File: src/rtl/logic_op_pkg.sv
// ============================================================================
// logic_op_pkg : op codes and shared constants for the logic-op arbiter
// Rev 1.0
// ============================================================================
`default_nettype none

package logic_op_pkg;

  typedef enum logic [2:0] {
    OP_AND  = 3'd0,
    OP_OR   = 3'd1,
    OP_XOR  = 3'd2,
    OP_NAND = 3'd3,
    OP_NOR  = 3'd4
  } logic_op_e;

  localparam int STAT_W = 16;

  function automatic logic is_legal_op(input logic [2:0] op);
    return (op <= 3'd4);
  endfunction

endpackage

`default_nettype wire

File: src/rtl/logic_op_arbiter_logic_unit.sv
// ============================================================================
// logic_unit : combinational W-bit bitwise logic unit with illegal-op flag
// Rev 1.0
// ============================================================================
`default_nettype none

import logic_op_pkg::*;

module logic_unit #(
  parameter int W = 4
) (
  input  logic [W-1:0] a,
  input  logic [W-1:0] b,
  input  logic [2:0]   op,
  output logic [W-1:0] y,
  output logic         err
);

  always_comb begin
    y   = '0;
    err = !is_legal_op(op);
    case (logic_op_e'(op))
      OP_AND:  y = a & b;
      OP_OR:   y = a | b;
      OP_XOR:  y = a ^ b;
      OP_NAND: y = ~(a & b);
      OP_NOR:  y = ~(a | b);
      default: y = '0;
    endcase
  end

endmodule

`default_nettype wire

File: src/rtl/logic_op_arbiter.sv
// ============================================================================
// logic_op_arbiter : round-robin sharing of one logic unit among N requesters
// Optional grant counters: LOGIC_OP_ARBITER_STATS_EN.  Rev 1.0
// ============================================================================
`default_nettype none

import logic_op_pkg::*;

module logic_op_arbiter #(
  parameter int W = 4,
  parameter int N = 4
) (
  input  logic                   clk,
  input  logic                   reset_n,
  input  logic [N-1:0]           req_valid,
  output logic [N-1:0]           req_ready,
  input  logic [3*N-1:0]         req_op,
  input  logic [W*N-1:0]         req_a,
  input  logic [W*N-1:0]         req_b,
`ifdef LOGIC_OP_ARBITER_STATS_EN
  input  logic [$clog2(N)-1:0]   stat_sel,
  output logic [STAT_W-1:0]      stat_cnt,
`endif
  output logic                   res_valid,
  input  logic                   res_ready,
  output logic [W-1:0]           res_y,
  output logic [$clog2(N)-1:0]   res_id,
  output logic                   res_err
);

  localparam int IDW = $clog2(N);

  logic [IDW-1:0] last;
  logic [IDW-1:0] gidx;
  logic [IDW-1:0] idx;
  logic           found;
  logic           can_accept;
  logic           hs;
  logic [2:0]     op_sel;
  logic [W-1:0]   a_sel;
  logic [W-1:0]   b_sel;
  logic [W-1:0]   y_w;
  logic           err_w;

  assign can_accept = !res_valid || res_ready;

  // Scan starts one past the last winner; only valids feed the grant path.
  always_comb begin
    int pos;
    found = 1'b0;
    gidx  = '0;
    idx   = '0;
    pos   = 0;
    for (int k = 1; k <= N; k++) begin
      pos = int'(last) + k;
      if (pos >= N) pos = pos - N;
      idx = pos[IDW-1:0];
      if (!found && req_valid[idx]) begin
        found = 1'b1;
        gidx  = idx;
      end
    end
  end

  assign hs        = found && can_accept;
  assign req_ready = hs ? (N'(1) << gidx) : '0;

  assign op_sel = req_op[3*gidx +: 3];
  assign a_sel  = req_a[W*gidx +: W];
  assign b_sel  = req_b[W*gidx +: W];

  logic_unit #(.W(W)) u_logic_unit (
    .a   (a_sel),
    .b   (b_sel),
    .op  (op_sel),
    .y   (y_w),
    .err (err_w)
  );

  always_ff @(posedge clk or negedge reset_n) begin
    if (!reset_n) begin
      res_valid <= 1'b0;
      res_y     <= '0;
      res_id    <= '0;
      res_err   <= 1'b0;
      last      <= IDW'(N - 1);
    end else if (hs) begin
      res_valid <= 1'b1;
      res_y     <= y_w;
      res_id    <= gidx;
      res_err   <= err_w;
      last      <= gidx;
    end else if (res_ready) begin
      res_valid <= 1'b0;
    end
  end

`ifdef LOGIC_OP_ARBITER_STATS_EN
  logic [STAT_W-1:0] cnt [N];

  for (genvar i = 0; i < N; i++) begin : g_stat
    always_ff @(posedge clk or negedge reset_n) begin
      if (!reset_n) begin
        cnt[i] <= '0;
      end else if (hs && (gidx == IDW'(i)) && (cnt[i] != '1)) begin
        cnt[i] <= cnt[i] + STAT_W'(1);
      end
    end
  end

  assign stat_cnt = (int'(stat_sel) < N) ? cnt[stat_sel] : '0;
`endif

endmodule

`default_nettype wire

File: config.mk
export PLATFORM = sky130hd
export DESIGN_NAME = logic_op_arbiter
export DESIGN_NICKNAME = d
export VERILOG_FILES = /design/src/rtl/logic_op_pkg.sv /design/src/rtl/logic_op_arbiter_logic_unit.sv /design/src/rtl/logic_op_arbiter.sv
export SDC_FILE = /design/constraint.sdc
export NUM_CORES = 1
export LEC_CHECK = 0
export CORE_MARGIN = 2
export CORE_UTILIZATION = 47
export CTS_BUF_LIST = sky130_fd_sc_hd__clkbuf_8
export DETAILED_ROUTE_END_ITERATION = 8
export PLACE_DENSITY = 0.94
export SYNTH_ARGS = -nofsm -noshare
export SYNTH_HDL_FRONTEND = slang
export SYNTH_SLANG_ARGS = --single-unit
export TNS_END_PERCENT = 10
File: constraint.sdc
create_clock -name clk -period 5.1 [get_ports clk]
set_input_delay 0.51 -clock clk [delete_from_list [all_inputs] [get_ports clk]]
set_output_delay 0.51 -clock clk [all_outputs]
set_load 0.01 [all_outputs]
==> results of run 1 <==
## cell usage in the layout, fill, tap and decap left out, types with 2 or more instances in the layout
master           count
a2111oi_0            2
a211oi_1             6
a21boi_0             2
a21boi_1             3
a21o_1               4
a21oi_1              7
and3_1               3
buf_4                2
clkbuf_8             3
clkdlybuf4s50_1     62
dfrtp_1              8
dfstp_2              2
ha_1                 8
inv_1               13
mux2_2               2
mux2i_1              3
nand2_1             54
nand2b_1             2
nand3_1             17
nor2_1               7
nor3_1               9
nor4_1               2
o2111ai_1            4
o211ai_1             3
o21a_1               4
o21ai_0              8
o21bai_1             2
o31ai_1              2
or3b_2               2
## how the worst min path moves through the flow
stage	from	end	slack [ns]	depth (start not counted)
6_report	res_id[1]	res_id[1]	0.49	2
5_1_grt	res_id[0]	res_id[0]	0.55	1
4_1_cts	res_id[1]	res_id[1]	0.49	2
3_5_place_dp	res_id[1]	res_id[1]	0.48	2
3_3_place_gp	res_err	res_err	0.47	2
2_1_floorplan	reset_n	res_err	0.21	0
## critical path, stage by stage
cell and delay, ns:
clkdlybuf4s50_1 0.63, nand2b_1 0.13, a31oi_1 0.34, nand2_1 0.51
nand2_1 0.20, nand3_1 0.09, nand2_1 0.12, inv_1 0.05
ha_1 0.20, or2_2 0.28, a2111oi_0 0.32, a2111oi_0 0.14
a21boi_1 0.15, a211oi_1 0.07
## state kept, by name, summed over array words and instances (netlist names)
register	count
res_valid	1
res_err	1
res_y	4
res_id	2
last	2
## layer usage
| metal | up-vias | GRT usage [%] | part of all wire [%] |
|---|---|---|---|
| met1 | 796 | 29.0 | 45 |
| met3 | 8 | 3.71 | 6.1 |
| met2 | 64 | 39.9 | 47 |
| li1 | 879 | - | - |
| met4 | 0 | 10.7 | 1.5 |
| met5 | - | 0 | 0 |
## layout make-up
class	instances	area [um^2]
clock buffer	3	41.3
fill	255	882
inverter	14	52.6
multi-input combinational	178	1070
sequential	10	253
tap	33	41.3
timing repair buffer	64	636
## cell usage after synthesis, drive strengths merged (3+ instances only)
library cell | count | area, um^2
o2111ai | 4 | 35.0
buf | 6 | 38.8
ha | 8 | 100
o21a | 4 | 30.0
a21boi | 5 | 37.5
nand3 | 17 | 85.1
a211oi | 7 | 57.6
inv | 14 | 52.6
o211ai | 3 | 22.5
nand2 | 54 | 203
nor2 | 8 | 32.5
mux2i | 3 | 30.0
o21ai | 9 | 45.0
dfrtp | 8 | 200
a21oi | 7 | 35.0
clkbuf | 7 | 27.5
a21o | 4 | 30.0
nor3 | 9 | 45.0
and3 | 3 | 18.8
## where the power goes
group	total [mW]	internal (mW)	switching, mW
logic	0.470	0.224	0.246
registers	0.130	0.109	0.0211
clock network	0.0804	0.0515	0.0289
## stage by stage
stage	setup slack [ns]	util, %	area (um^2)	std cells	hold WS, ns
after floorplan	1.97	-	1440	215	0.214
after global placement	1.45	69.0	2050	299	0.474
after CTS	1.52	70.4	2100	302	0.491
final	1.45	70.4	2100	302	0.486
after global routing	1.17	70.4	2100	302	0.554
after detailed placement	1.27	69.0	2050	299	0.480
## cells by family after synthesis
group	synth area share [%]
flip-flops	17.5
adder cells (fa/ha/maj)	6.93
multiplexers	3.64
buffers and inverters	8.23
AND/OR/NAND/NOR	32.7
AO/OA/AOI/OAI	31.0
==> flow_metrics.tcl, run 1 <==
set metrics [dict create \
    clk_path_buf_depth 2 \
    grt_remaining_overflow 0 \
    cts_resized 0 \
    wl_per_cell_um 13.1 \
    synth_nets 274 \
    grt_pass1_vias 1614 \
    clk_latency_ns 0.24 \
    yosys_warnings 0 \
    hold_buffers 0 \
    setup-tns-final_ns 0 \
    drcViolationCount 0 \
    floorplan.rows 20 \
    cp_data_required_time_ns 5.17 \
    fp.dieW_um 59.4 \
    slew_violations 0 \
    dr.pass1.iters 4 \
    wl_um 3950 \
    diodes 0 \
    grt_antenna_before_repair 0 \
    setup_viol 0 \
    syn_inst 215 \
    worst_setup_path_end_kind "register" \
    hold_class "register to register" \
    post-route-min-period_ns 3.65 \
    r2r_setup_slack_ns 1.73 \
    num_vias 1747 \
    grt_pass1_wl_um 6570 \
    synth_seq_cells 10 \
    drive_above_1_share_pct 5.95 \
    drv_cap 0 \
    cp-startpoint "req_valid[3]" \
    io_pins 63 \
    powerDensity_nw_per_um2 325 \
    finalClockSkew_ns 0.00441 \
    nets 330 \
    fmax_mhz 274 \
    cts.sink_count 10 \
    grt.total_usage_pct 23.5 \
    timing.rr.end "res_y[1]" \
    total_power_mw 0.680 \
    worstSetupEndpoint "res_y[1]" \
    crit_type "input pin to register" \
    leakagePower_nw 0.915 \
    avgSynthCellArea_um2 6.72 \
    cts_made_buffers 3 \
    status "finished, final reports clean" \
    htreeDepth 1 \
    rr_worst_depth 13 \
    clk_pin_slew_worst_paths_ns 0.05 \
    cts_setup_buffers 0 \
    die_h_um 59.4 \
    area_growth_pct 45.1 \
    synth_cell_type_count 54 \
    r2r-start "last[0]" \
    rsz0062_at_grt "no" \
    post-dp-hpwl_um 2990 \
    worst_slew_pin_slew_ns 1.03 \
    slew_headroom_pct 30.7 \
    grt_max_degree 23 \
    synth_edf_count 0 \
    synthArstFlopShare_pct 100 \
    start_util_pct 48.5 \
    via_per_inst 5.78 \
    seq_area_frac_synth_pct 17.5 \
    path_max_fanout 22 \
    dieArea_um2 3530 \
    fin_crit_sh_pct 71.6 \
    drt_iter0_markers 130 \
    globalplace.congestion 0.906 \
    ant_nets 0 \
    hold_viol_final 0 \
    portBuffers 62 \
    peakVddDrop_v 0.000162 \
    cts_tree "yes" \
    arrival_ns 3.73 \
    synthFlopType "dfrtp_1" \
    cp-start-kind "input pin" \
    cts_root_buffer "clkbuf_8" \
    syn-cell-area_um2 1440 \
    fp.coreArea_um2 2980 \
]
Power figures use the tool's default switching activity.
==> inputs of run 2 (changes only) <==
--- a/config.mk
+++ b/config.mk
@@ -6,10 +6,10 @@
 export NUM_CORES = 1
 export LEC_CHECK = 0
 export CORE_MARGIN = 2
-export CORE_UTILIZATION = 47
+export CORE_UTILIZATION = 44
 export CTS_BUF_LIST = sky130_fd_sc_hd__clkbuf_8
 export DETAILED_ROUTE_END_ITERATION = 8
-export PLACE_DENSITY = 0.94
+export PLACE_DENSITY = 0.89
 export SYNTH_ARGS = -nofsm -noshare
 export SYNTH_HDL_FRONTEND = slang
 export SYNTH_SLANG_ARGS = --single-unit
==> constraint.sdc (replaced) <==
create_clock -name clk -period 3.65 [get_ports clk]
set_input_delay 0.365 -clock clk [delete_from_list [all_inputs] [get_ports clk]]
set_output_delay 0.365 -clock clk [all_outputs]
set_load 0.01 [all_outputs]
==> run 2 against run 1 <==
Total power grew 49%. Via count grew 0.80%. Combinational power grew 48%. Sequential power increased by 38%. Clock power grew 73%. Cell count is 6.0% higher. Die area is 6.4% higher. Register-to-register slack lost 1.1 ns. Sequential cell count is the same. Non-clock buffer count up 6. Global-route usage grew 1.1 points. Largest cell class unchanged.
==> flow_metrics.tcl, run 2 (synthesis results as in run 1) <==
set metrics [dict create \
    drcViolationCount 0 \
    area_growth_pct 50.2 \
    cts.sink_count 10 \
    fp.coreArea_um2 3080 \
    via_per_inst 5.50 \
    peakVddDrop_v 0.000443 \
    hold_class "input pin to asynchronous set/reset pin" \
    dieArea_um2 3760 \
    cp-start-kind "input pin" \
    dr.pass1.iters 4 \
    nets 336 \
    final_common_cell "clkdlybuf4s50_1" \
    clk_path_buf_depth 2 \
    start_util_pct 46.9 \
    portBuffers 62 \
    setup-tns-final_ns 0 \
    grt_max_degree 18 \
    cts_root_buffer "clkbuf_8" \
    powerDensity_nw_per_um2 467 \
    drt_iter0_markers 91 \
    place_inst 316 \
    clk_pin_slew_worst_paths_ns 0.05 \
    status "finished, final reports clean" \
    leakagePower_nw 0.951 \
    diodes 0 \
    setup_viol 0 \
    fin_crit_sh_pct 85.9 \
    post-dp-hpwl_um 3410 \
    io_pins 63 \
    worst_setup_path_end_kind "register" \
    grt_antenna_before_repair 0 \
    drv_cap 0 \
    grt.total_usage_pct 24.7 \
    slew_headroom_pct 54.3 \
    slew_violations 0 \
    register_area_um2 253 \
    fmax_mhz 319 \
    die_h_um 61.3 \
    htreeDepth 1 \
    arrival_ns 3.22 \
    cp_data_required_time_ns 3.74 \
    grt_pass1_vias 1574 \
    wl_um 4280 \
    largest_reg_flops 4 \
    nFillCells 271 \
    path_max_fanout 8 \
    num_vias 1761 \
    reg_top3 "res_y: 4 flops, last: 2 flops, res_id: 2 flops" \
    drive_above_1_share_pct 8.33 \
    hold_viol_final 0 \
    post-route-min-period_ns 3.14 \
    cts_tree "yes" \
    floorplan.rows 20 \
    ant_nets 0 \
    globalplace.congestion 0.969 \
    grt_pass1_wl_um 6870 \
    grt_remaining_overflow 0 \
    fin_cells 320 \
    worst_slew_pin_slew_ns 0.685 \
    cts_resized 0 \
    rsz0062_at_grt "no" \
    utilization_pct 70.4 \
    finalClockSkew_ns 0.00696 \
    final_cell_mix "62 x clkdlybuf4s50_1, 54 x nand2_1, 17 x nand3_1" \
    largest_register "res_y" \
    clk_latency_ns 0.24 \
    cts_setup_buffers 0 \
    multi_input_area_um2 1070 \
    crit_type "input pin to register" \
    cts_made_buffers 3 \
    wl_per_cell_um 13.4 \
    hold_buffers 0 \
    fp.dieW_um 61.3 \
]
## run 2: layout make-up
cell class | count | share of cell area (%)
Tap cell | 44 | 2.54
Multi-Input combinational cell | 178 | 49.5
Timing Repair Buffer | 70 | 31.4
Sequential cell | 10 | 11.7
Clock buffer | 4 | 2.54
Inverter | 14 | 2.42
## run 2: path summary, 6_finish.rpt
| check | from | to | slack, ns | depth (start not counted) |
|---|---|---|---|---|
| max | req_valid[3] | res_y[1] | 0.51 | 14 |
| min | reset_n | res_y[3] | 0.44 | 1 |
| max reg2reg | last[0] | res_y[1] | 0.59 | 13 |
| min reg2reg | res_id[1] | res_id[1] | 0.47 | 2 |
| max in group asynchronous | reset_n | last[0] | 2.87 | 1 |
| min in group clk | res_id[1] | res_id[1] | 0.47 | 2 |
## run 2: worst max-delay path, cell delays in order
cell,delay [ns]
clkdlybuf4s50_1,0.61
nand2b_1,0.11
a31oi_1,0.34
nand2_1,0.27
nand2_1,0.14
nand3_1,0.08
nand2_1,0.09
inv_1,0.05
ha_1,0.22
or2_2,0.29
a2111oi_0,0.31
a2111oi_0,0.14
a21boi_1,0.15
a211oi_1,0.06
## run 2: per-stage QoR
step                power [mW]  hold slack [ns]  worst slack, ns  instance area (um^2)
floorplan                0.626           0.0694            0.559                  1440
global placement         0.861            0.462            0.435                  2110
detailed placement       0.871            0.471            0.312                  2110
CTS                       1.02            0.437            0.534                  2170
global route              1.10            0.455            0.268                  2170
finish                    1.01            0.436            0.514                  2170
## run 2: where the power goes
part | leakage, nW | internal (mW) | switching, mW
clock | 0.0288 | 0.0949 | 0.0440
sequential | 0.115 | 0.151 | 0.0287
combinational | 0.808 | 0.334 | 0.361
## run 2: layer usage
metal / vias to the layer above / share of wire (%) / global-route usage [%]
li1: 891 / - / -
met1: 807 / 43 / 32.8
met2: 53 / 51 / 40.9
met3: 10 / 4.1 / 4.20
met4: 0 / 1.9 / 7.76
met5: - / 0 / 0
